$ cat src/rtl/keypad_matrix_scan.sv
// 4x4 active-low keypad scanner: column walk, press/release debounce, one strobe per press.
// Optional build macro KEY_REPEAT_EN adds typematic repeat strobes while a key is held.
module keypad_matrix_scan #(
  parameter int SCAN_DIV     = 1000,
  parameter int DEB_TICKS    = 4,
  parameter int REPEAT_DELAY = 32,
  parameter int REPEAT_RATE  = 8
) (
  input  logic       clk,
  input  logic       rst,
  input  logic [3:0] row,
  output logic [3:0] col,
  output logic [3:0] code,
  output logic       keydown,
  output logic       key_pulse,
  output logic       scan_tick
);

  localparam int PW = (SCAN_DIV > 2) ? $clog2(SCAN_DIV) : 1;

  typedef enum logic [1:0] {
    S_SCAN,
    S_PRESS_DB,
    S_HELD,
    S_RELEASE_DB
  } state_e;

  if (SCAN_DIV < 2 || DEB_TICKS < 1 || DEB_TICKS > 15 ||
      REPEAT_DELAY < 1 || REPEAT_RATE < 1) begin : g_bad_params
    $error("keypad_matrix_scan: parameter out of range");
  end

  logic [3:0]    row_meta_q, row_sync_q;
  logic [PW-1:0] presc_q;
  logic          tick;

  state_e     state_q, state_d;
  logic [1:0] col_idx_q, col_idx_d;
  logic [1:0] row_idx_q, row_idx_d;
  logic [3:0] deb_q, deb_d;
  logic [3:0] code_q, code_d;
  logic       keydown_q, keydown_d;
  logic       pulse_q, pulse_d;
  logic [1:0] first_low;
  logic       row_hit;
  logic       deb_done;

  // Idle rows read high through the pull-ups, so the synchroniser resets to all-ones.
  // NOTE: sequential state is written with non-blocking (<=) only, so every flop samples pre-edge values.
  always_ff @(posedge clk or negedge rst) begin
    if (!rst) begin
      row_meta_q <= 4'hF;
      row_sync_q <= 4'hF;
    end else begin
      row_meta_q <= row;
      row_sync_q <= row_meta_q;
    end
  end

  assign tick = (presc_q == PW'(SCAN_DIV - 1));

  always_ff @(posedge clk or negedge rst) begin
    if (!rst) begin
      presc_q <= '0;
    end else if (tick) begin
      presc_q <= '0;
    end else begin
      presc_q <= presc_q + PW'(1);
    end
  end

  // Lowest-numbered low row wins when several rows are pulled down together.
  always_comb begin
    first_low = 2'd3;
    if (!row_sync_q[0])      first_low = 2'd0;
    else if (!row_sync_q[1]) first_low = 2'd1;
    else if (!row_sync_q[2]) first_low = 2'd2;
  end

  assign row_hit  = ~row_sync_q[row_idx_q];
  assign deb_done = (deb_q == 4'(DEB_TICKS - 1));

`ifdef KEY_REPEAT_EN
  localparam int REP_MAX = (REPEAT_DELAY > REPEAT_RATE) ? REPEAT_DELAY : REPEAT_RATE;
  localparam int RW      = $clog2(REP_MAX + 1);

  logic [RW-1:0] rep_cnt_q, rep_cnt_d;
  logic          rep_first_q, rep_first_d;
`endif

  // NOTE: every combinational output gets a default first, so no path can infer a latch.
  always_comb begin
    state_d   = state_q;
    col_idx_d = col_idx_q;
    row_idx_d = row_idx_q;
    deb_d     = deb_q;
    code_d    = code_q;
    keydown_d = keydown_q;
    pulse_d   = 1'b0;
`ifdef KEY_REPEAT_EN
    rep_cnt_d   = rep_cnt_q;
    rep_first_d = rep_first_q;
`endif
    if (tick) begin
      case (state_q)
        S_SCAN: begin
          if (row_sync_q == 4'hF) begin
            col_idx_d = col_idx_q + 2'd1;
          end else begin
            row_idx_d = first_low;
            deb_d     = '0;
            state_d   = S_PRESS_DB;
          end
        end
        S_PRESS_DB: begin
          if (!row_hit) begin
            col_idx_d = col_idx_q + 2'd1;
            state_d   = S_SCAN;
          end else if (deb_done) begin
            code_d    = {row_idx_q, col_idx_q};
            keydown_d = 1'b1;
            pulse_d   = 1'b1;
            deb_d     = '0;
            state_d   = S_HELD;
`ifdef KEY_REPEAT_EN
            rep_cnt_d   = '0;
            rep_first_d = 1'b1;
`endif
          end else begin
            deb_d = deb_q + 4'd1;
          end
        end
        S_HELD: begin
          if (!row_hit) begin
            deb_d   = '0;
            state_d = S_RELEASE_DB;
          end else begin
`ifdef KEY_REPEAT_EN
            if (rep_first_q && rep_cnt_q == RW'(REPEAT_DELAY - 1)) begin
              pulse_d     = 1'b1;
              rep_cnt_d   = '0;
              rep_first_d = 1'b0;
            end else if (!rep_first_q && rep_cnt_q == RW'(REPEAT_RATE - 1)) begin
              pulse_d   = 1'b1;
              rep_cnt_d = '0;
            end else begin
              rep_cnt_d = rep_cnt_q + RW'(1);
            end
`endif
          end
        end
        S_RELEASE_DB: begin
          if (row_hit) begin
            state_d = S_HELD;
          end else if (deb_done) begin
            keydown_d = 1'b0;
            deb_d     = '0;
            state_d   = S_SCAN;
          end else begin
            deb_d = deb_q + 4'd1;
          end
        end
        default: state_d = S_SCAN;
      endcase
    end
  end

  // NOTE: only control state is reset here; there is no storage array that would need clearing.
  always_ff @(posedge clk or negedge rst) begin
    if (!rst) begin
      state_q   <= S_SCAN;
      col_idx_q <= '0;
      row_idx_q <= '0;
      deb_q     <= '0;
      code_q    <= '0;
      keydown_q <= 1'b0;
      pulse_q   <= 1'b0;
    end else begin
      state_q   <= state_d;
      col_idx_q <= col_idx_d;
      row_idx_q <= row_idx_d;
      deb_q     <= deb_d;
      code_q    <= code_d;
      keydown_q <= keydown_d;
      pulse_q   <= pulse_d;
    end
  end

`ifdef KEY_REPEAT_EN
  always_ff @(posedge clk or negedge rst) begin
    if (!rst) begin
      rep_cnt_q   <= '0;
      rep_first_q <= 1'b1;
    end else begin
      rep_cnt_q   <= rep_cnt_d;
      rep_first_q <= rep_first_d;
    end
  end
`endif

  assign col       = ~(4'b0001 << col_idx_q);
  assign code      = code_q;
  assign keydown   = keydown_q;
  assign key_pulse = pulse_q;
  assign scan_tick = tick;

endmodule

$ cat config.mk
export PLATFORM = sky130hd
export DESIGN_NAME = keypad_matrix_scan
export DESIGN_NICKNAME = d
export VERILOG_FILES = /design/src/rtl/keypad_matrix_scan.sv
export SDC_FILE = /design/constraint.sdc
export NUM_CORES = 1
export LEC_CHECK = 0
export ABC_AREA = 1
export BUFFER_PORTS_ARGS = -buffer_cell sky130_fd_sc_hd__buf_2
export CAP_MARGIN = 5
export CORE_UTILIZATION = 25
export DETAILED_ROUTE_END_ITERATION = 12
export HOLD_SLACK_MARGIN = 0.1
export PLACE_DENSITY_LB_ADDON = 0.05
export SYNTH_ARGS = -nofsm -noshare
export SYNTH_HDL_FRONTEND = slang
export SYNTH_SLANG_ARGS = --single-unit
$ cat constraint.sdc
create_clock -name clk -period 1.7 [get_ports clk]
set_input_delay 0.34 -clock clk [delete_from_list [all_inputs] [get_ports clk]]
set_output_delay 0.34 -clock clk [all_outputs]
set_load 0.02 [all_outputs]
After elaboration in Yosys (flattened, before gate mapping)

Index checks and enable logic that the tools add are counted.

$add $sub $neg: 3
$lt $le $gt $ge: 1
Equality and inequality tests: 16
Shift operators: 1
Multiplexer cells: 31
Bitwise operators: 3
Reduce and logical (&&, ||, !) cells: 9

Operator list:

| kind                    | count |
|---|---|
| $mux W2                 | 10 |
| $mux W4                 | 5 |
| $ne A2 B2 Y1 const B    | 8 |
| $pmux W4 S4             | 1 |
| $add A10 B1 Y10 const B | 1 |
| $eq A10 B10 Y1 const B  | 1 |
| $mux W1                 | 10 |
| $mux W10                | 1 |
| $reduce_and A5 Y1       | 2 |
| $pmux W2 S4             | 1 |
| $reduce_and A4 Y1       | 2 |
| $ne A3 B3 Y1 const B    | 2 |
| $reduce_and A6 Y1       | 1 |
| $add A4 B1 Y4 const B   | 1 |
| $eq A2 B2 Y1 const B    | 2 |
| $eq A4 B2 Y1 const B    | 1 |
| $eq A4 B4 Y1 const B    | 1 |
| $not A4 Y4              | 1 |
| $pmux W2 S2             | 1 |
| $reduce_bool A2 Y1      | 2 |
| $shl A1 B2 Y4 const A   | 1 |
| $lt A2 B3 Y1 const B    | 1 |
| $reduce_and A3 Y1       | 1 |
| $add A2 B1 Y2 const B   | 1 |
| 5 further kinds         | 6 |

Register bits: 34
Bits of input ports: 6

Logic depth before layout (Yosys ltp)

Word-level depth: 5
Mapped depth: 9

Worst setup path before layout

OpenSTA, ideal clock, no wires.

Kind: flip-flop to flip-flop
From: reg presc_q[0]
To: reg deb_q[0]
Arrival time: 1.292 ns
Data required time: 1.579 ns
Slack: 0.287 ns
Cell stages (with the launch flop): 9
Path buffers: 0
Path through: dfrtp_1 > ha_1 > nand2_1 > inv_1 > nand3_2 > nor2_8 > nand3_1 > o21bai_1 > nand2_1

Longest elaborated chain between the ends: 2

RTL lines:

| item                        | RTL line | text |
|---|---|---|
| from (decl)                 | 34       | `logic [PW-1:0] presc_q;` |
| from (signal assigned)      | 68       | `presc_q <= presc_q + PW'(1);` |
| $eq A10 B10 Y1              | 60       | `assign tick = (presc_q == PW'(SCAN_DIV - 1));` |
| net scan_tick               | 16       | `output logic scan_tick` |
| $reduce_and A5 Y1 (no line) | n/a      |  |
| to (signal assigned)        | 174      | `deb_q <= '0;` |
| to (signal assigned)        | 182      | `deb_q <= deb_d;` |
| to (decl)                   | 40       | `logic [3:0] deb_q, deb_d;` |

The timed path passes the listed nets, and every way through them passes these cells.
A chain may end at the register's enable or synchronous reset.

Final worst setup path

From: reg presc_q[0]
To: out scan_tick

Longest elaborated chain between the ends: 1

RTL lines:

| item           | RTL line |
|---|---|
| $eq A10 B10 Y1 | 60 |
| to (decl)      | 16 |

Every way passes these cells.

==> flow_summary_export.csv <==
group,metric,value,unit
outcome,status,"finished, violations left",
outcome,violations,"design-rule violations",
global_route,antenna_found_initial,0,
pwr,power_frac_seq,0.510,
floorplanning,die_w,84.08,um
synthesis,ys_seq_elements,34,
critical_path,worst-r2r-setup-slack,0.13,ns
critical_path,crit_path_end_kind,"primary output",
critical_path,crit_path_start_kind,"register",
timing,rsz0062_at_grt,"yes",
pwr,power_frac_comb,0.023,
synthesis,ys_seq_area_frac,0.5111,
timing,whs,0.1402,ns
synthesis,yosys_most_used_dff,"dfrtp_1",
timing,fin_worst_skew,0.006561,ns
synthesis,synth_warnings,0,
timing,period_share,0.9666,
clock_tree,cts_sinks,34,
floorplanning,io_pins,17,
synthesis,ys_async_sr_fraction,1.000,
global_route,grt_pass1_wl,6168,um
job,cap_violations,0,
timing,max_freq,608.5,MHz
clock_tree,htreeDepth,2,
clock_tree,clk_pin_slew,0.08,ns
floorplanning,start_util,0.2622,
synthesis,synth.avg_cell_area,8.771,um2
global_route,grt_usage,0.1126,
finish,fillerInstances,663,
clock_tree,cts_buffers,5,
synthesis,ys_top_cells_by_area,"dfrtp_1 (39%), dfstp_2 (12%), nand2_1 (9.8%)",
drt,vias_per_cell,4.368,
synthesis,ys_top_cells_by_count,"nand2_1 (44), inv_1 (27), dfrtp_1 (26)",
drt,first_iter_violations,63,
critical_path,crit_path_max_fanout,2,
finish,antenna_cells,0,
drt,remaining_drc_errors,2,
hold_path,holdCritPathClass,"primary input to register",
pwr,clockPowerShare,0.467,
clock_tree,cts_buffer_depth,2,
pwr,power.density,789.6,nW/um2
floorplanning,num_rows,29,
drt,vias,1319,
critical_path,worst_ep_arrival_time,1.30,ns
synthesis,synth.top_cell.area_share,0.3863,
place,gp_congestion,0.7993,
synthesis,synth_enable_flop_cells,0,
clock_tree,tritoncts,"done",
global_route,grt_max_degree,35,
place,numPlacedInstances,287,
pwr,p_leak,1.060,nW
place,io_buffers,16,
synthesis,ys_types,25,
timing,tightest_slew,0.4374,ns
timing,min_period,1.643,ns
drt,wl_per_cell,11.67,um
pwr,max-vdd-ir-drop,0.0002714,V
synthesis,syn-instance-count,192,
clock_tree,insertion_delay,0.29,ns
synthesis,synth_area,1684,um2
drt,postRouteAntennaNets,0,
floorplanning,die_h,84.08,um
critical_path,worst-setup-path-type,"register to primary output",
finish,multi_input_comb_area,725.7,um2
timing,fin_ws,0.05674,ns
finish,instances_no_fill,302,
place,post-place-ws,0.04864,ns
finish,area_growth,22.66,%
drt,drt-pass1-iter-count,10,
timing,setup_viol,0,
timing,slew_headroom,0.7084,
clock_tree,clockRootBuffer,"clkbuf_8",
synthesis,synth.net_count,204,
critical_path,crit_required,1.36,ns
finish,seq_area,860.8,um2
synthesis,yosysMostFrequentCell,"nand2_1",
global_route,overflow,0,
finish,final_nets,236,
floorplanning,core,6422,um2
floorplanning,dieArea,7069,um2
timing,slew_violations,0,
synthesis,synth_top_area_cell,"dfrtp_1",
pwr,intPower,1.273,mW
finish,drive_gt1_frac,0.2800,
timing,fin_tns_setup,0,ns
finish,utilization,0.3216,
timing,final_hold_viol_count,0,
pwr,swShare,0.2195,
global_route,grt_pass1_vias,1385,
pwr,switchingPower,0.3580,mW
drt,routed_wl,3525,um
place,dpl.hpwl,2510,um
## cells in the final DEF, fill, tap and decap left out, types with 6 or more instances in the layout
cell	netlist	final
nand2_1	44	43
inv_1	27	26
dfrtp_1	26	26
nor2_1	18	17
nand3_1	15	15
buf_2	0	15
buf_4	0	8
dfstp_2	8	8
o21ai_1	6	6
## power by group through the flow
| stage | Sequential, mW | Clock [mW] | Combinational [mW] |
|---|---|---|---|
| final | 0.832 | 0.762 | 0.0374 |
| after floorplan | 0.845 | 0 | 0.0117 |
| after CTS | 0.832 | 0.795 | 0.0397 |
| after global placement | 0.847 | 0 | 0.0376 |
| after detailed placement | 0.847 | 0 | 0.0379 |
| after global routing | 0.833 | 0.827 | 0.0437 |
## cell families after synthesis
family                     share of synthesized area
and+or+nand+nor                               0.3046
DFF                                           0.5111
buffers and inverters                        0.06687
xor gates and xnor gates                     0.02081
AOI/OAI and AO/OA                            0.05200
adders and majority gates                    0.04458
## through the flow
step	power (mW)	instance area [um2]
3_3_place_gp	0.8847	1876
4_1_cts	1.666	2048
3_5_place_dp	0.8848	1876
2_1_floorplan	0.8565	1684
6_report	1.631	2066
5_1_grt	1.704	2066
## metal layers
metal	up-vias	share of wire	wire length, um	track usage
met1	623	0.47	1651	0.1302
li1	668	-	-	-
met4	0	0.015	53	0.05643
met5	-	0	0	0
met3	6	0.032	113	0.02967
met2	22	0.48	1706	0.1915
## what timing repair did
action,CTS,global route
endpoints found under the hold margin,20,0
resized for setup,6,1
buffers inserted,4,2
pin swaps,3,2
hold buffers,1,0
gates cloned,0,0
endpoints found under the setup margin,1,7
## worst paths after layout
path                            endpoint           from  cells after the start
hold reg to reg            row_sync_q[1]  row_meta_q[1]                      0
max in group asynchronous  row_sync_q[0]            rst                      3
hold / removal             row_meta_q[2]         row[2]                      1
min in group asynchronous        code[0]            rst                      3
setup / recovery               scan_tick     presc_q[0]                      6
setup reg to reg                 code[0]     presc_q[0]                      9
## flip-flops by register name (all words and copies together) (netlist names), 2 cells and up, named ones only
name        cells
code            4
col_idx_q       2
deb_q           4
presc_q        10
row_idx_q       2
row_meta_q      4
row_sync_q      4
## final cells by class
class,instances,area share
multi-input cells,128,0.3513
clock inverters,3,0.02180
inverters,30,0.05451
repair buffers,25,0.07571
well taps,77,0.04664
clock buffers,5,0.03331
flip-flops and latches,34,0.4167
## worst max-delay path, cell delays in order (launching register included)
cell	delay, ns
dfrtp_1	0.36
ha_2	0.19
nand2_2	0.06
inv_2	0.08
nand3_4	0.09
nor2_8	0.11
buf_6	0.12
Note: power is estimated with default switching activity, not from simulation.
